**config.mk**
```make
export PLATFORM = sky130hd
export DESIGN_NAME = execution_stage_md
export DESIGN_NICKNAME = d
export VERILOG_FILES = /design/src/rtl/execution_stage_md.sv
export SDC_FILE = /design/constraint.sdc
export NUM_CORES = 2
export LEC_CHECK = 0
export CAP_MARGIN = 15
export CORE_MARGIN = 2
export CORE_UTILIZATION = 40
export CTS_CLUSTER_SIZE = 40
export DETAILED_ROUTE_END_ITERATION = 10
export SYNTH_ARGS = -nofsm -noshare
export SYNTH_HDL_FRONTEND = slang
export SYNTH_SLANG_ARGS = --single-unit
```
**constraint.sdc**
```tcl
create_clock -name CLK -period 9 [get_ports CLK]
set_input_delay 0.9 -clock CLK [delete_from_list [all_inputs] [get_ports CLK]]
set_output_delay 0.9 -clock CLK [all_outputs]
set_load 0.02 [all_outputs]
```
**src/rtl/execution_stage_md.sv**
```systemverilog
// Execution stage: operand forwarding muxes, the base ALU, an iterative RV32M
// multiply/divide unit and the EX/MEM pipeline register.
//
// ALU_INSTRUCTION encoding:
//   0 ADD  1 SUB  2 SLL  3 SLT  4 SLTU  5 XOR  6 SRL  7 SRA  8 OR  9 AND
//   10 BEQ 11 BNE 12 BLT 13 BGE 14 BLTU 15 BGEU (branch flag only, alu_out = 0)
//   any other value: alu_out = 0, no branch
module execution_stage_md #(
  parameter int unsigned NUM_FWD = 4,
  parameter logic        HIGH    = 1'b1,
  parameter logic        LOW     = 1'b0,
  localparam int unsigned SEL_W  = $clog2(NUM_FWD + 2)
) (
  input  logic                   CLK,
  input  logic                   RST_N,
  input  logic                   STALL_IN,
  input  logic                   CLEAR_IN,
  input  logic                   VALID_IN,
  input  logic [31:0]            PC_IN,
  input  logic [31:0]            RS1_DATA,
  input  logic [31:0]            RS2_DATA,
  input  logic [31:0]            IMM_DATA,
  input  logic [32*NUM_FWD-1:0]  RS1_FWD_DATA,
  input  logic [32*NUM_FWD-1:0]  RS2_FWD_DATA,
  input  logic [SEL_W-1:0]       IN1_SELECT,
  input  logic [SEL_W-1:0]       IN2_SELECT,
  input  logic [4:0]             ALU_INSTRUCTION,
  input  logic                   MD_EN,
  input  logic [2:0]             MD_OP,
  input  logic [4:0]             RD_ADDRESS_IN,
  input  logic [2:0]             DATA_CACHE_LOAD_IN,
  input  logic [1:0]             DATA_CACHE_STORE_IN,
  input  logic [31:0]            DATA_CACHE_STORE_DATA_IN,
  input  logic                   WRITE_BACK_MUX_SELECT_IN,
  input  logic                   RD_WRITE_ENABLE_IN,
  output logic                   MD_BUSY,
  output logic                   BRANCH_TAKEN,
  output logic                   VALID_OUT,
  output logic [31:0]            RESULT_OUT,
  output logic [4:0]             RD_ADDRESS_OUT,
  output logic [2:0]             DATA_CACHE_LOAD_OUT,
  output logic [1:0]             DATA_CACHE_STORE_OUT,
  output logic [31:0]            DATA_CACHE_STORE_DATA_OUT,
  output logic                   WRITE_BACK_MUX_SELECT_OUT,
  output logic                   RD_WRITE_ENABLE_OUT
);

  typedef enum logic [1:0] {StIdle, StMul, StDiv, StDone} state_e;

  logic stall, clear, valid_in, md_en;
  assign stall    = (STALL_IN == HIGH);
  assign clear    = (CLEAR_IN == HIGH);
  assign valid_in = (VALID_IN == HIGH);
  assign md_en    = (MD_EN == HIGH);

  logic [31:0] in1, in2;

  // Operand muxes; selects past the last forwarding slice give zero.
  always_comb begin
    in1 = '0;
    in2 = '0;
    if (32'(IN1_SELECT) == 32'd0) in1 = RS1_DATA;
    if (32'(IN1_SELECT) == 32'd1) in1 = PC_IN;
    if (32'(IN2_SELECT) == 32'd0) in2 = RS2_DATA;
    if (32'(IN2_SELECT) == 32'd1) in2 = IMM_DATA;
    for (int k = 0; k < NUM_FWD; k++) begin
      if (32'(IN1_SELECT) == k + 2) in1 = RS1_FWD_DATA[32*k +: 32];
      if (32'(IN2_SELECT) == k + 2) in2 = RS2_FWD_DATA[32*k +: 32];
    end
  end

  logic [31:0] alu_out;
  logic        alu_branch;

  // Base ALU and branch comparator.
  always_comb begin
    alu_out    = '0;
    alu_branch = 1'b0;
    case (ALU_INSTRUCTION)
      5'd0:  alu_out = in1 + in2;
      5'd1:  alu_out = in1 - in2;
      5'd2:  alu_out = in1 << in2[4:0];
      5'd3:  alu_out = {31'b0, ($signed(in1) < $signed(in2))};
      5'd4:  alu_out = {31'b0, (in1 < in2)};
      5'd5:  alu_out = in1 ^ in2;
      5'd6:  alu_out = in1 >> in2[4:0];
      5'd7:  alu_out = $signed(in1) >>> in2[4:0];
      5'd8:  alu_out = in1 | in2;
      5'd9:  alu_out = in1 & in2;
      5'd10: alu_branch = (in1 == in2);
      5'd11: alu_branch = (in1 != in2);
      5'd12: alu_branch = ($signed(in1) < $signed(in2));
      5'd13: alu_branch = ($signed(in1) >= $signed(in2));
      5'd14: alu_branch = (in1 < in2);
      5'd15: alu_branch = (in1 >= in2);
      default: ;
    endcase
  end

  assign BRANCH_TAKEN = (alu_branch && valid_in && !md_en) ? HIGH : LOW;

  state_e      state_q, state_d;
  logic [5:0]  cnt_q, cnt_d;
  logic [31:0] op_a_q, op_a_d, op_b_q, op_b_d;
  logic [2:0]  md_op_q, md_op_d;
  logic [63:0] prod_q, prod_d;
  logic [31:0] quo_q, quo_d, rem_q, rem_d;

  logic accept, md_busy;
  assign accept  = (state_q == StIdle) && valid_in && md_en && !stall && !clear;
  assign md_busy = accept || (state_q == StMul) || (state_q == StDiv);
  assign MD_BUSY = md_busy ? HIGH : LOW;

  // Multiplier operands are extended to 64 bits so one unsigned product
  // covers all four signedness combinations.
  logic [63:0] mul_a, mul_b, product;
  assign mul_a   = {{32{(md_op_q[1:0] != 2'b11) & op_a_q[31]}}, op_a_q};
  assign mul_b   = {{32{!md_op_q[1] & op_b_q[31]}}, op_b_q};
  assign product = mul_a * mul_b;

  // Restoring divider step on magnitudes; quo_q shifts the dividend out
  // while quotient bits shift in.
  logic        a_neg, b_neg, fits;
  logic [31:0] divisor_mag;
  logic [32:0] shifted;
  logic [33:0] diff;
  assign a_neg       = !md_op_q[0] & op_a_q[31];
  assign b_neg       = !md_op_q[0] & op_b_q[31];
  assign divisor_mag = b_neg ? -op_b_q : op_b_q;
  assign shifted     = {rem_q, quo_q[31]};
  assign diff        = {1'b0, shifted} - {2'b00, divisor_mag};
  // Partial remainder stays below the divisor, so any bit above 31 means negative.
  assign fits        = (diff[33:32] == 2'b00);

  logic [31:0] md_result;

  // Result selection and sign fix-up, valid while in StDone.
  always_comb begin
    md_result = '0;
    if (!md_op_q[2]) begin
      md_result = (md_op_q[1:0] == 2'b00) ? prod_q[31:0] : prod_q[63:32];
    end else if (op_b_q == '0) begin
      md_result = md_op_q[1] ? op_a_q : '1;
    end else if (md_op_q[1]) begin
      md_result = a_neg ? -rem_q : rem_q;
    end else begin
      md_result = (a_neg ^ b_neg) ? -quo_q : quo_q;
    end
  end

  // Multiply/divide FSM next state and datapath updates.
  always_comb begin
    state_d = state_q;
    cnt_d   = cnt_q;
    op_a_d  = op_a_q;
    op_b_d  = op_b_q;
    md_op_d = md_op_q;
    prod_d  = prod_q;
    quo_d   = quo_q;
    rem_d   = rem_q;
    case (state_q)
      StIdle: begin
        if (accept) begin
          op_a_d  = in1;
          op_b_d  = in2;
          md_op_d = MD_OP;
          cnt_d   = '0;
          rem_d   = '0;
          quo_d   = (!MD_OP[0] && in1[31]) ? -in1 : in1;
          state_d = MD_OP[2] ? StDiv : StMul;
        end
      end
      StMul: begin
        if (!stall) begin
          if (clear) begin
            state_d = StIdle;
          end else begin
            prod_d  = product;
            state_d = StDone;
          end
        end
      end
      StDiv: begin
        if (!stall) begin
          if (clear) begin
            state_d = StIdle;
          end else begin
            quo_d = {quo_q[30:0], fits};
            rem_d = fits ? diff[31:0] : shifted[31:0];
            cnt_d = cnt_q + 6'd1;
            if (cnt_q == 6'd31) state_d = StDone;
          end
        end
      end
      StDone: begin
        if (!stall) state_d = StIdle;
      end
      default: state_d = StIdle;
    endcase
  end

  // FSM and multiply/divide datapath registers.
  always_ff @(posedge CLK or negedge RST_N) begin
    if (!RST_N) begin
      state_q <= StIdle;
      cnt_q   <= '0;
      op_a_q  <= '0;
      op_b_q  <= '0;
      md_op_q <= '0;
      prod_q  <= '0;
      quo_q   <= '0;
      rem_q   <= '0;
    end else begin
      state_q <= state_d;
      cnt_q   <= cnt_d;
      op_a_q  <= op_a_d;
      op_b_q  <= op_b_d;
      md_op_q <= md_op_d;
      prod_q  <= prod_d;
      quo_q   <= quo_d;
      rem_q   <= rem_d;
    end
  end

  // EX/MEM register: stall holds, clear zeroes, busy inserts a bubble.
  always_ff @(posedge CLK or negedge RST_N) begin
    if (!RST_N) begin
      VALID_OUT                 <= LOW;
      RESULT_OUT                <= '0;
      RD_ADDRESS_OUT            <= '0;
      DATA_CACHE_LOAD_OUT       <= '0;
      DATA_CACHE_STORE_OUT      <= '0;
      DATA_CACHE_STORE_DATA_OUT <= '0;
      WRITE_BACK_MUX_SELECT_OUT <= LOW;
      RD_WRITE_ENABLE_OUT       <= LOW;
    end else if (!stall) begin
      if (clear) begin
        VALID_OUT                 <= LOW;
        RESULT_OUT                <= '0;
        RD_ADDRESS_OUT            <= '0;
        DATA_CACHE_LOAD_OUT       <= '0;
        DATA_CACHE_STORE_OUT      <= '0;
        DATA_CACHE_STORE_DATA_OUT <= '0;
        WRITE_BACK_MUX_SELECT_OUT <= LOW;
        RD_WRITE_ENABLE_OUT       <= LOW;
      end else if (md_busy) begin
        VALID_OUT            <= LOW;
        RD_WRITE_ENABLE_OUT  <= LOW;
        DATA_CACHE_STORE_OUT <= '0;
      end else begin
        VALID_OUT                 <= VALID_IN;
        RESULT_OUT                <= (state_q == StDone) ? md_result : alu_out;
        RD_ADDRESS_OUT            <= RD_ADDRESS_IN;
        DATA_CACHE_LOAD_OUT       <= DATA_CACHE_LOAD_IN;
        DATA_CACHE_STORE_OUT      <= DATA_CACHE_STORE_IN;
        DATA_CACHE_STORE_DATA_OUT <= DATA_CACHE_STORE_DATA_IN;
        WRITE_BACK_MUX_SELECT_OUT <= WRITE_BACK_MUX_SELECT_IN;
        RD_WRITE_ENABLE_OUT       <= RD_WRITE_ENABLE_IN;
      end
    end
  end

endmodule

```
==> results.yml <==
worst_setup_path:
  ff2ff_path_depth: 27
  cp-end-kind: "flip-flop"
  worst_path_most_repeated_cell: "fa_1"
  cp_slowest_cell: "fa_1"
  regToRegEndpoint: "prod_q[60]"
  max_stage_delay_ns: 0.57
  cp_data_arrival_time_ns: 9.23
  path_class: "flip-flop to flip-flop"
  r2r-start: "op_a_q[18]"
  path_max_fanout: 20
  required_ns: 9.51
  cp-start-kind: "flip-flop"
  r2r_slack_ns: 0.28
cells_and_area:
  layoutNonFillerInstCount: 10400
  fill_cells: 16200
  fin_nets: 10000
  final_common_cell: "inv_1"
  area_delta_synth_final_pct: 14.6
  seqCellArea_mm2: 0.00702
  multiInputGateArea_mm2: 0.0521
  final_layout_size_suffix_gt1_frac: 0.0622
  final_cell_mix: "1243 x inv_1, 1163 x nand2_1, 1128 x fa_1"
  postLayoutCoreUtil: 0.460
global_routing:
  grt.overflow.total: 0
  antenna_found_initial: 29
  grt_pass1_wl_um: 396000
  grt_pass1_vias: 60800
  grtUsageTotal: 0.313
  grt_max_degree: 172
placement:
  dp.cells: 10300
  hpwl_um: 218000
  gp_congestion: 1.01
  io_buffers: 526
worst_hold_path:
  holdCritPathClass: "input port to asynchronous set/reset pin"
timing:
  layout_min_cycle_time_ns: 8.72
  setup_violations: 0
  worst_pin_slew_ns: 1.08
  rsz0062_at_grt: "false"
  fmax_mhz: 115
  timing.setup.tns_ns: 0
  fin_crit_sh: 0.969
  finalHoldViolCount: 0
  final_max_slew_viol_count: 0
  hold_slack_ns: 0.187
  slew_headroom: 0.269
  skew_ns: 0.0401
clock_network:
  cts-htree-levels: 2
  cts_buffer_depth: 3
  cts_sinks: 280
  cts_tree: "done"
  numCtsBuffers: 40
  postCtsSetupBuffers: 0
  cts-root-buf: "clkbuf_16"
  hold_buffers: 0
  clk_latency_ns: 0.64
  cts.clk_slew.worst_paths_ns: 0.08
route:
  drc_errors: 0
  drtIter0Drc: 5432
  first_pass_iters: 6
  routed_wirelength_um: 265000
  viasPerCell: 5.67
  ant_nets: 0
  vias: 58700
  wl_per_cell_um: 25.5
synthesis:
  synth_seq_area_share: 0.106
  async_reset_ff_frac: 1.00
  synth_cell_types: 87
  synth.avg_cell_area_um2: 8.43
  ys.flop_type: "dfrtp_1"
  yosysWarningCount: 0
  synthesis.area_mm2: 0.0660
  syn_inst: 7823
  synth_nets: 9749
  synth_edf_count: 0
  synth-seq-cells: 280
floorplanning:
  rows: 149
  core-area_mm2: 0.164
  start_util: 0.401
  io_pins: 527
  die_w_um: 410
  die_h_um: 410
  dieArea_mm2: 0.168
flow_run:
  maxCapViolations: 0
run_status:
  outcome: "complete, no violations"
-- Yosys cell counts (87+ instances only) --
cell type | instances | share of area
a21oi_1 | 271 | 0.021
xnor2_1 | 143 | 0.019
and2_1 | 407 | 0.039
o21ai_0 | 472 | 0.036
inv_1 | 1243 | 0.071
nand3_1 | 87 | 0.0066
clkbuf_1 | 435 | 0.025
mux2i_1 | 239 | 0.036
ha_1 | 350 | 0.066
nand2_1 | 1164 | 0.066
nor2_1 | 292 | 0.017
fa_1 | 1128 | 0.34
dfrtp_1 | 280 | 0.11
-- through the flow --
| stage | instance area (µm²) | setup slack [ns] |
|---|---|---|
| after global routing | 75600 | 0.0123 |
| after floorplan | 66000 | 0.352 |
| after detailed placement | 74100 | 0.270 |
| final | 75600 | 0.277 |
| after global placement | 74100 | 0.341 |
| after CTS | 75500 | 0.277 |
-- critical path, delay by kind of cell, from the launching register on --
kind | cells | cell delay [ns]
AOI/OAI and AO/OA | 10 | 2.28
DFF | 1 | 0.52
adders and majority gates | 9 | 4.49
and+or+nand+nor | 2 | 0.60
buffers and inverters | 6 | 0.71
-- flip-flops by register name, summed over array words and instances, names as in the netlist --
signal                     flops
RESULT_OUT                    32
prod_q                        64
VALID_OUT                      1
DATA_CACHE_LOAD_OUT            3
DATA_CACHE_STORE_OUT           2
RD_ADDRESS_OUT                 5
op_a_q                        32
DATA_CACHE_STORE_DATA_OUT     32
cnt_q                          6
quo_q                         32
op_b_q                        32
md_op_q                        3
state_q                        2
rem_q                         32
RD_WRITE_ENABLE_OUT            1
WRITE_BACK_MUX_SELECT_OUT      1
-- how the worst max path moves through the flow --
stage | start | endpoint | cells after the start
after floorplan | md_op_q[0] | prod_q[60] | 30
after global placement | op_b_q[11] | prod_q[60] | 27
after detailed placement | op_b_q[11] | prod_q[60] | 27
after CTS | op_b_q[11] | prod_q[60] | 27
after global routing | op_a_q[15] | prod_q[60] | 27
final | op_a_q[18] | prod_q[60] | 27
-- logic make-up after synthesis --
group           synth area share
mux                       0.0457
buf+inv                    0.105
fa+ha+maj                  0.409
flops                      0.106
compound gates             0.146
simple gates               0.159
xor+xnor                  0.0300
-- timing repair --
action | 4_1_cts | 5_1_grt
hold endpoints to repair | 0 | 0
gates resized for setup | 0 | 8
setup endpoints to repair | 0 | 5
-- area by class of cell --
class / instances / share of cell area
multi-input combinational: 5742 / 0.690
timing repair buffer: 811 / 0.0995
sequential: 280 / 0.0928
inverter: 1248 / 0.0619
tap: 2189 / 0.0362
clock buffer: 53 / 0.0148
clock inverter: 21 / 0.00475
antenna: 11 / 0.000364
-- metal layers --
metal | vias up | track usage | wire length [µm]
met5 | - | 0 | 57
met1 | 29700 | 0.403 | 105000
met3 | 578 | 0.0566 | 21800
met4 | 10 | 0.163 | 16600
li1 | 25700 | - | -
met2 | 2752 | 0.505 | 121000
Power is not shown: default switching activity piles up to over one toggle a cycle in this logic, so the estimate is an artifact.
